File: src/rtl/i2c_byte_master.sv
// Single-byte I2C master: START/STOP, byte write with ACK sense, byte read with
// master ACK, and SCL clock-stretch wait with timeout abort. Open-drain bus pins.
module i2c_byte_master #(
  parameter int unsigned CLK_DIV     = 125,
  parameter int unsigned TIMEOUT_CYC = 1000000
) (
  input  logic       clock,
  input  logic       reset,
  input  logic       go,
  input  logic       start,
  input  logic       stop,
  input  logic       rw,
  input  logic [7:0] data_w,
  output logic       ack,
  output logic       nack,
  output logic       ack_r,
  output logic       timeout,
  output logic [7:0] data_r,
  output logic       busy,
  output logic [2:0] state,
  output logic       SDA_t,
  output logic       SCL_t,
  output logic       SDA_o,
  output logic       SCL_o,
  input  logic       SDA_i,
  input  logic       SCL_i
);

  localparam int unsigned DIV_W  = 16;
  localparam int unsigned WAIT_W = 32;
  localparam logic [DIV_W-1:0]  DIV_LAST  = DIV_W'(CLK_DIV - 1);
  localparam logic [WAIT_W-1:0] WAIT_LAST = WAIT_W'(TIMEOUT_CYC - 1);

  typedef enum logic [2:0] {
    S_IDLE  = 3'd0,
    S_START = 3'd1,
    S_WBIT  = 3'd2,
    S_WACK  = 3'd3,
    S_RBIT  = 3'd4,
    S_MACK  = 3'd5,
    S_STOP  = 3'd6
  } state_t;

  state_t            st;
  logic [DIV_W-1:0]  div_cnt;
  logic [WAIT_W-1:0] wait_cnt;
  logic [1:0]        phase;
  logic [2:0]        bit_cnt;
  logic [7:0]        shift;
  logic              ack_bit;
  logic              stall;
  logic              sda_bit;

  assign state = st;
  assign SDA_o = 1'b0;
  assign SCL_o = 1'b0;

  // Phase 2 is where SCL has been released; a slave holding it low freezes the bit.
  assign stall   = (st != S_IDLE) && (phase == 2'd2) && !SCL_i;
  assign sda_bit = (st == S_WBIT) ? shift[7] : ((st == S_WACK) || (st == S_RBIT));

  // Each tick moves to the next phase; pin drives are updated for the phase being entered.
  always_ff @(posedge clock or posedge reset) begin
    if (reset) begin
      st       <= S_IDLE;
      div_cnt  <= '0;
      wait_cnt <= '0;
      phase    <= 2'd0;
      bit_cnt  <= 3'd0;
      shift    <= 8'h00;
      ack_bit  <= 1'b0;
      ack      <= 1'b0;
      nack     <= 1'b0;
      ack_r    <= 1'b0;
      timeout  <= 1'b0;
      data_r   <= 8'h00;
      busy     <= 1'b0;
      SDA_t    <= 1'b1;
      SCL_t    <= 1'b1;
    end else begin
      ack     <= 1'b0;
      nack    <= 1'b0;
      ack_r   <= 1'b0;
      timeout <= 1'b0;
      if (st == S_IDLE) begin
        div_cnt  <= '0;
        wait_cnt <= '0;
        phase    <= 2'd0;
        bit_cnt  <= 3'd0;
        if (go) begin
          busy  <= 1'b1;
          shift <= data_w;
          if (stop) begin
            st    <= S_STOP;
            SCL_t <= 1'b0;
          end else if (start) begin
            st    <= S_START;
            SDA_t <= 1'b1;
          end else if (rw) begin
            st    <= S_RBIT;
            SCL_t <= 1'b0;
          end else begin
            st    <= S_WBIT;
            SCL_t <= 1'b0;
          end
        end
      end else if (stall) begin
        div_cnt <= '0;
        if (wait_cnt == WAIT_LAST) begin
          timeout <= 1'b1;
          busy    <= 1'b0;
          st      <= S_IDLE;
          SDA_t   <= 1'b1;
          SCL_t   <= 1'b1;
        end else begin
          wait_cnt <= wait_cnt + 32'd1;
        end
      end else if (div_cnt != DIV_LAST) begin
        div_cnt <= div_cnt + 16'd1;
      end else begin
        div_cnt  <= '0;
        wait_cnt <= '0;
        case (phase)
          2'd0: begin
            phase <= 2'd1;
            if (st == S_START) SCL_t <= 1'b1;
            else               SDA_t <= sda_bit;
          end
          2'd1: begin
            phase <= 2'd2;
            if (st == S_START) SDA_t <= 1'b0;
            else               SCL_t <= 1'b1;
          end
          2'd2: begin
            phase <= 2'd3;
            if (st == S_START)     SCL_t <= 1'b0;
            else if (st == S_STOP) SDA_t <= 1'b1;
            if (st == S_RBIT) shift   <= {shift[6:0], SDA_i};
            if (st == S_WACK) ack_bit <= SDA_i;
          end
          default: begin
            phase <= 2'd0;
            case (st)
              S_START: begin
                st      <= S_WBIT;
                bit_cnt <= 3'd0;
                SCL_t   <= 1'b0;
              end
              S_WBIT: begin
                shift   <= {shift[6:0], 1'b0};
                bit_cnt <= bit_cnt + 3'd1;
                SCL_t   <= 1'b0;
                if (bit_cnt == 3'd7) st <= S_WACK;
              end
              S_RBIT: begin
                bit_cnt <= bit_cnt + 3'd1;
                SCL_t   <= 1'b0;
                if (bit_cnt == 3'd7) st <= S_MACK;
              end
              S_WACK: begin
                st    <= S_IDLE;
                busy  <= 1'b0;
                SCL_t <= 1'b0;
                if (ack_bit) nack <= 1'b1;
                else         ack  <= 1'b1;
              end
              S_MACK: begin
                st     <= S_IDLE;
                busy   <= 1'b0;
                SCL_t  <= 1'b0;
                ack_r  <= 1'b1;
                data_r <= shift;
              end
              default: begin
                st   <= S_IDLE;
                busy <= 1'b0;
              end
            endcase
          end
        endcase
      end
    end
  end

endmodule

File: config.mk
export PLATFORM = sky130hd
export DESIGN_NAME = i2c_byte_master
export DESIGN_NICKNAME = d
export VERILOG_FILES = /design/src/rtl/i2c_byte_master.sv
export SDC_FILE = /design/constraint.sdc
export NUM_CORES = 1
export LEC_CHECK = 0
export CORE_UTILIZATION = 35
export CTS_BUF_LIST = sky130_fd_sc_hd__clkbuf_4 sky130_fd_sc_hd__clkbuf_8 sky130_fd_sc_hd__clkbuf_16
export CTS_CLUSTER_DIAMETER = 120
export CTS_CLUSTER_SIZE = 10
export DETAILED_ROUTE_END_ITERATION = 6
export PLACE_DENSITY = 0.56
export SETUP_SLACK_MARGIN = 0.3
export SLEW_MARGIN = 10
export SYNTH_ARGS = -nofsm -noshare
export SYNTH_HDL_FRONTEND = slang
export SYNTH_SLANG_ARGS = --single-unit
File: constraint.sdc
create_clock -name clock -period 2.95 [get_ports clock]
set_input_delay 0.59 -clock clock [delete_from_list [all_inputs] [get_ports clock]]
set_output_delay 0.59 -clock clock [all_outputs]
set_load 0.02 [all_outputs]
* Yosys cells after proc, flatten, opt, wreduce, memory -nomap -nowiden
Cells that the tools add are included.
** Word-level totals
- Word-level logic and storage cells :: 167
- Output and inout port bits :: 20
- Register bits after elaboration :: 80
** Operators by class
- Mux-type cells :: 85
- Equal/unequal tests :: 34
- Reduce and logical (&&, ||, !) cells :: 26
- Bitwise logic cells :: 4
- Add/sub/neg operators :: 3
** Operators with widths (number)
- two-way mux 32 bit :: 4
- two-way mux 1 bit :: 48
- two-way mux 16 bit :: 3
- two-way mux 8 bit :: 6
- two-way mux 3 bit :: 15
- adder 32 x 1 -> 32 bit (second input constant) :: 1
- equality test 32 x 20 -> 1 bit (second input constant) :: 1
- != test 4 bit (second input constant) :: 5
- adder 16 x 1 -> 16 bit (second input constant) :: 1
- != test 16 x 7 -> 1 bit (second input constant) :: 1
- one-hot mux 8 bit (2 select lines) :: 1
- AND reduction 5 bit :: 3
- equality test 3 bit (second input constant) :: 4
- != test 3 x 1 -> 1 bit (second input constant) :: 4
- != test 4 x 2 -> 1 bit (second input constant) :: 3
- AND reduction 6 bit :: 2
- AND reduction 10 bit :: 1
- != test 3 bit (second input constant) :: 3
- one-hot mux 3 bit (3 select lines) :: 1
- nonzero test 3 bit :: 3
- != test 2 bit (second input constant) :: 4
- AND reduction 8 bit :: 1
- equality test 3 x 2 -> 1 bit (second input constant) :: 2
- two-way mux 2 bit :: 3
- 22 further kinds :: 32

* Depth between registers and ports, before layout
- Depth in word-level cells :: 8
- Gate-level depth with buffers :: 10
- Gate-level depth less buffers :: 7

* Worst setup path after synthesis
Ideal clock, no wire load.
- Path type :: reg2reg
- Start :: register phase[0]
- End :: register st[1] (netlist: state[1])
- Stages on the path, launching flop included :: 9
- Data arrival time :: 2.088 ns
- Period minus slack after synthesis :: 2.208 ns
- Path buffers :: 1
- Path slack :: 0.742 ns
- Cells stage by stage :: dfrtp_1 inv_1 ha_1 and2b_1 nand2_1 or4_1 clkbuf_1 a31o_1 a31o_1
** On the way
- Longest elaborated chain between the ends :: 5
** RTL lines
- start: declaration :: RTL line 47 : logic [1:0] phase;
- start signal: assignment :: RTL line 68 : phase <= 2'd0;
- start signal: assignment :: RTL line 88 : phase <= 2'd0;
- start signal: assignment :: RTL line 125 : phase <= 2'd1;
- equality test 2 bit :: RTL line 59, 123
- logical AND 1 bit (2 in a row) :: RTL line 59 : assign stall = (st != S_IDLE) && (phase == 2'd2) && !SCL_i;
- != test 4 x 3 -> 1 bit (no source line), or another cell as far along
- AND reduction 6 bit (no source line) / two-way mux 3 bit (equally long branches)
- end signal: assignment :: RTL line 65 : st <= S_IDLE;
- end signal: assignment :: RTL line 94 : st <= S_STOP;
- end signal: assignment :: RTL line 97 : st <= S_START;
- end: declaration :: RTL line 44 : state_t st;
Several ways; a longest one is shown, not always the timed one.
A chain may end at the register's enable or synchronous reset.

* Worst setup path after layout
- Start :: register div_cnt[12]
- End :: register wait_cnt[18]
** On the way
- Longest elaborated chain between the ends :: 3
** RTL lines
- start: declaration :: RTL line 45 : logic [DIV_W-1:0] div_cnt;
- start signal: assignment :: RTL line 119 : div_cnt <= div_cnt + 16'd1;
- != test 16 x 7 -> 1 bit :: RTL line 118 : end else if (div_cnt != DIV_LAST) begin
- != test 3 bit (no source line)
- AND reduction 2 bit (no source line)
- end signal: assignment :: RTL line 116 : wait_cnt <= wait_cnt + 32'd1;
- end: declaration :: RTL line 46 : logic [WAIT_W-1:0] wait_cnt;
Every way passes these cells.

==> metrics.md <==
| Metric | Value |
|---|---|
| Status | completed |
| Hold Violations, Final | 0 |
| N_diodes | 0 |
| Area grow syn2layout | 20.9% |
| Initial drt markers | 245 |
| Delay-heaviest family, CP | simple AND/OR/NAND/NOR gates |
| Post-synth top cells | dfrtp_1, nand2_1, nor2_1 |
| Complex-gate fraction of the synthesized area | 13.0% |
| Rel. slew slack | 58.7% |
| Vias in the first global route | 3716 |
| Final Wtd Congestion | 0.866 |
| Routed WL per cell | 15.8 um |
| Final Max Slew Viols | 0 |
| Most area-consuming cells after synthesis | dfrtp_1, nand2_1, mux2_2, nor2_1, a21oi_1 |
| CP Data Arrival Time | 2.67 ns |
| Hold buffers post-CTS | 0 |
| Number of remaining DRC errors | 0 |
| Top cell type's share of synthesized area | 42.8% |
| Simple-gate share of the synthesized area | 26.0% |
| Finished Cell Area | 5510 um2 |
| CTS tree | built |
| Fmax | 415 MHz |
| Multiplexer area fraction after synthesis | 6.39% |
| Die height | 116 um |
| Num CTS Buffers | 9 |
| RSZ-0062 raised after global routing | false |
| Rows | 41 |
| Seq cells post-synth | 80 |
| Chip width | 116 um |
| Vias per inst | 5.45 |
| Post-CTS Setup Repair Bufs | 0 |
| Clock Path Buffers | 2 |
| Max_cap viols | 0 |
| GRT Util Overall | 18.4% |
| DP Area | 5190 um2 |
| Fin util | 43.5% |
| Leakage | 2.37 nW |
| Syn Area/Cell | 9.16 um2 |
| Synth cell types | 62 |
| Ys flop type | dfrtp_1 |
| Total core area | 12700 um2 |
| Clock root cell | clkbuf_16 |
| Layout Nets | 563 |
| Synth Warn # | 0 |
| Synth Instances | 498 |
| Placed Cells incl. Taps | 699 |
| DIE AREA | 13500 um2 |
| Setup tns final | 0 ns |
| PwrDens | 421 nW/um2 |
| First-pass GRT wire length | 19000 um |
| CP Buf/Inv Count | 1 |
| Crit. End Element | register |
| Cell with the most instances after synthesis | dfrtp_1 |
| Number of antenna-violating nets in the routed design | 0 |
| Main combinational cell family by area after synthesis | simple AND/OR/NAND/NOR gates |
| Worst endpoint required time | 3.21 ns |
| Initial antenna violation count | 0 |
| Post-synth EDFFs | 0 |
| Synth Area in Adders | 2.47% |
| Clock latency on the worst-skew pair | 0.34 ns |
| Post-place setup slack | 0.214 ns |
| Final setup vio count | 0 |
| CP Launch Type | register |
| Crit-path cells | nor4_1 -> and4_1 -> nor2_2 -> buf_4 -> nor4_1 -> mux2i_1 |
| Cell Count, Final, Fillers Out | 715 |
| I/O Pins | 36 |
| Transition time of the tightest slew-check pin | 0.618 ns |
| First-pass DRT Iterations | 4 |
| Largest net degree at the start of global routing | 38 |
| Slowest CP cell | nor4_1 |
| Clock-pin slew on the worst setup and hold paths | 0.06 ns |
| Layout cells sized above 1 | 13.3% |
| Final WS setup | 0.543 ns |
| Routed WL | 11300 um |
| R2r setup slk | 0.54 ns |
| HP Class | register to register |
| Part of the Yosys area used for sequential elements | 44.0% |
| Crit-path max FO | 16 |
| Skew final | 0.00692 ns |
| Yosys top cell by area | dfrtp_1 |
| HPWL after detailed placement | 7900 um |
| Largest stage delay, worst path | 0.52 ns |
| Minimum clock period | 2.41 ns |
| Total gr overflow | 0 |
| XOR/XNOR share of the synthesized area | 3.65% |
| H-Tree Depth | 3 |
| Clk sinks | 80 |
| Post-Syn Area | 4560 um2 |
| Max rail drop VDD | 328 uV |
| CP dominant cell by count | nor4_1 |
| Asr flop ratio synth | 100% |
| Port buffer count | 33 |
| Final period util | 81.6% |
| Starting density of the core | 36.0% |
| Setup Crit Path Kind | register to register |
| Via Count | 3898 |
## per-layer routing
layer	GRT usage, %	part of all wire (%)	vias up
met2	29.2	47	93
li1	-	-	1890
met5	0	0	-
met4	6.50	2.2	0
met3	4.31	4.4	17
met1	24.7	47	1898
## final cells by class
cell class                      instances  area (um2)
Clock inverter                          4        51.3
Multi-Input combinational cell        369        2370
Fill cell                            1257        7160
Inverter                               23        87.6
Clock buffer                           12         267
Sequential cell                        80        2000
Timing Repair Buffer                   55         520
Tap cell                              172         215
## logic make-up after synthesis
kind of cell	count (synthesis)
DFF	80
adders and majority gates	9
other	1
and+or+nand+nor	224
AOI/OAI and AO/OA	88
muxes	27
buffers and inverters	50
xor gates and xnor gates	19
## placed cells by master, fill, tap and decap left out, types with 4 or more instances in the layout
cell,instances
nand4_1,18
o21ai_0,13
and4_1,7
nor4_1,13
and3_1,5
xor2_1,7
nor2_1,46
clkdlybuf4s50_1,33
nand3_1,20
nor4b_1,4
a21oi_1,26
nand2b_1,7
ha_1,9
xnor2_1,12
dfrtp_1,78
or4_1,14
o31ai_1,16
or3_1,7
mux2i_1,10
nor3_1,10
inv_1,22
clkbuf_16,9
mux2_2,17
buf_4,20
nand2_1,57
## state kept, by name (all words and copies together) (netlist names), 2 cells and up
name and cells:
bit_cnt 3, data_r 8, div_cnt 16, phase 2, shift 8, state 3, wait_cnt 32
## path summary, 6_finish.rpt
kind | startpoint | endpoint | cells after the start
max in group asynchronous | reset | SCL_t$_DFFE_PP1P_ | 3
worst min register to register | ack_bit$_DFFE_PP0P_ | ack$_DFF_PP0_ | 1
worst max register to register | div_cnt[12]$_DFF_PP0_ | wait_cnt[18]$_DFFE_PP0P_ | 6
worst min-delay path | ack_bit$_DFFE_PP0P_ | ack$_DFF_PP0_ | 1
min in group asynchronous | reset | nack$_DFF_PP0_ | 2
worst max-delay path | div_cnt[12]$_DFF_PP0_ | wait_cnt[18]$_DFFE_PP0P_ | 6
## timing repair
| action | 4_1_cts | 5_1_grt |
|---|---|---|
| gates resized for setup | 0 | 2 |
| hold endpoints to repair | 0 | 0 |
| setup endpoints to repair | 0 | 20 |
## metrics by stage
| stage | total power, W | hold slack (ns) |
|---|---|---|
| 5_1_grt | 0.00242 | 0.472 |
| 2_1_floorplan | 0.00114 | 0.401 |
| 3_3_place_gp | 0.00117 | 0.413 |
| 3_5_place_dp | 0.00117 | 0.434 |
| 4_1_cts | 0.00237 | 0.439 |
| 6_report | 0.00232 | 0.432 |
## report_power, final
part	switching (W)	internal, W
clock network	0.000447	0.000724
registers	0	0.00110
logic	0.0000304	0.0000228
No activity file was read; power rests on OpenSTA's default activity.
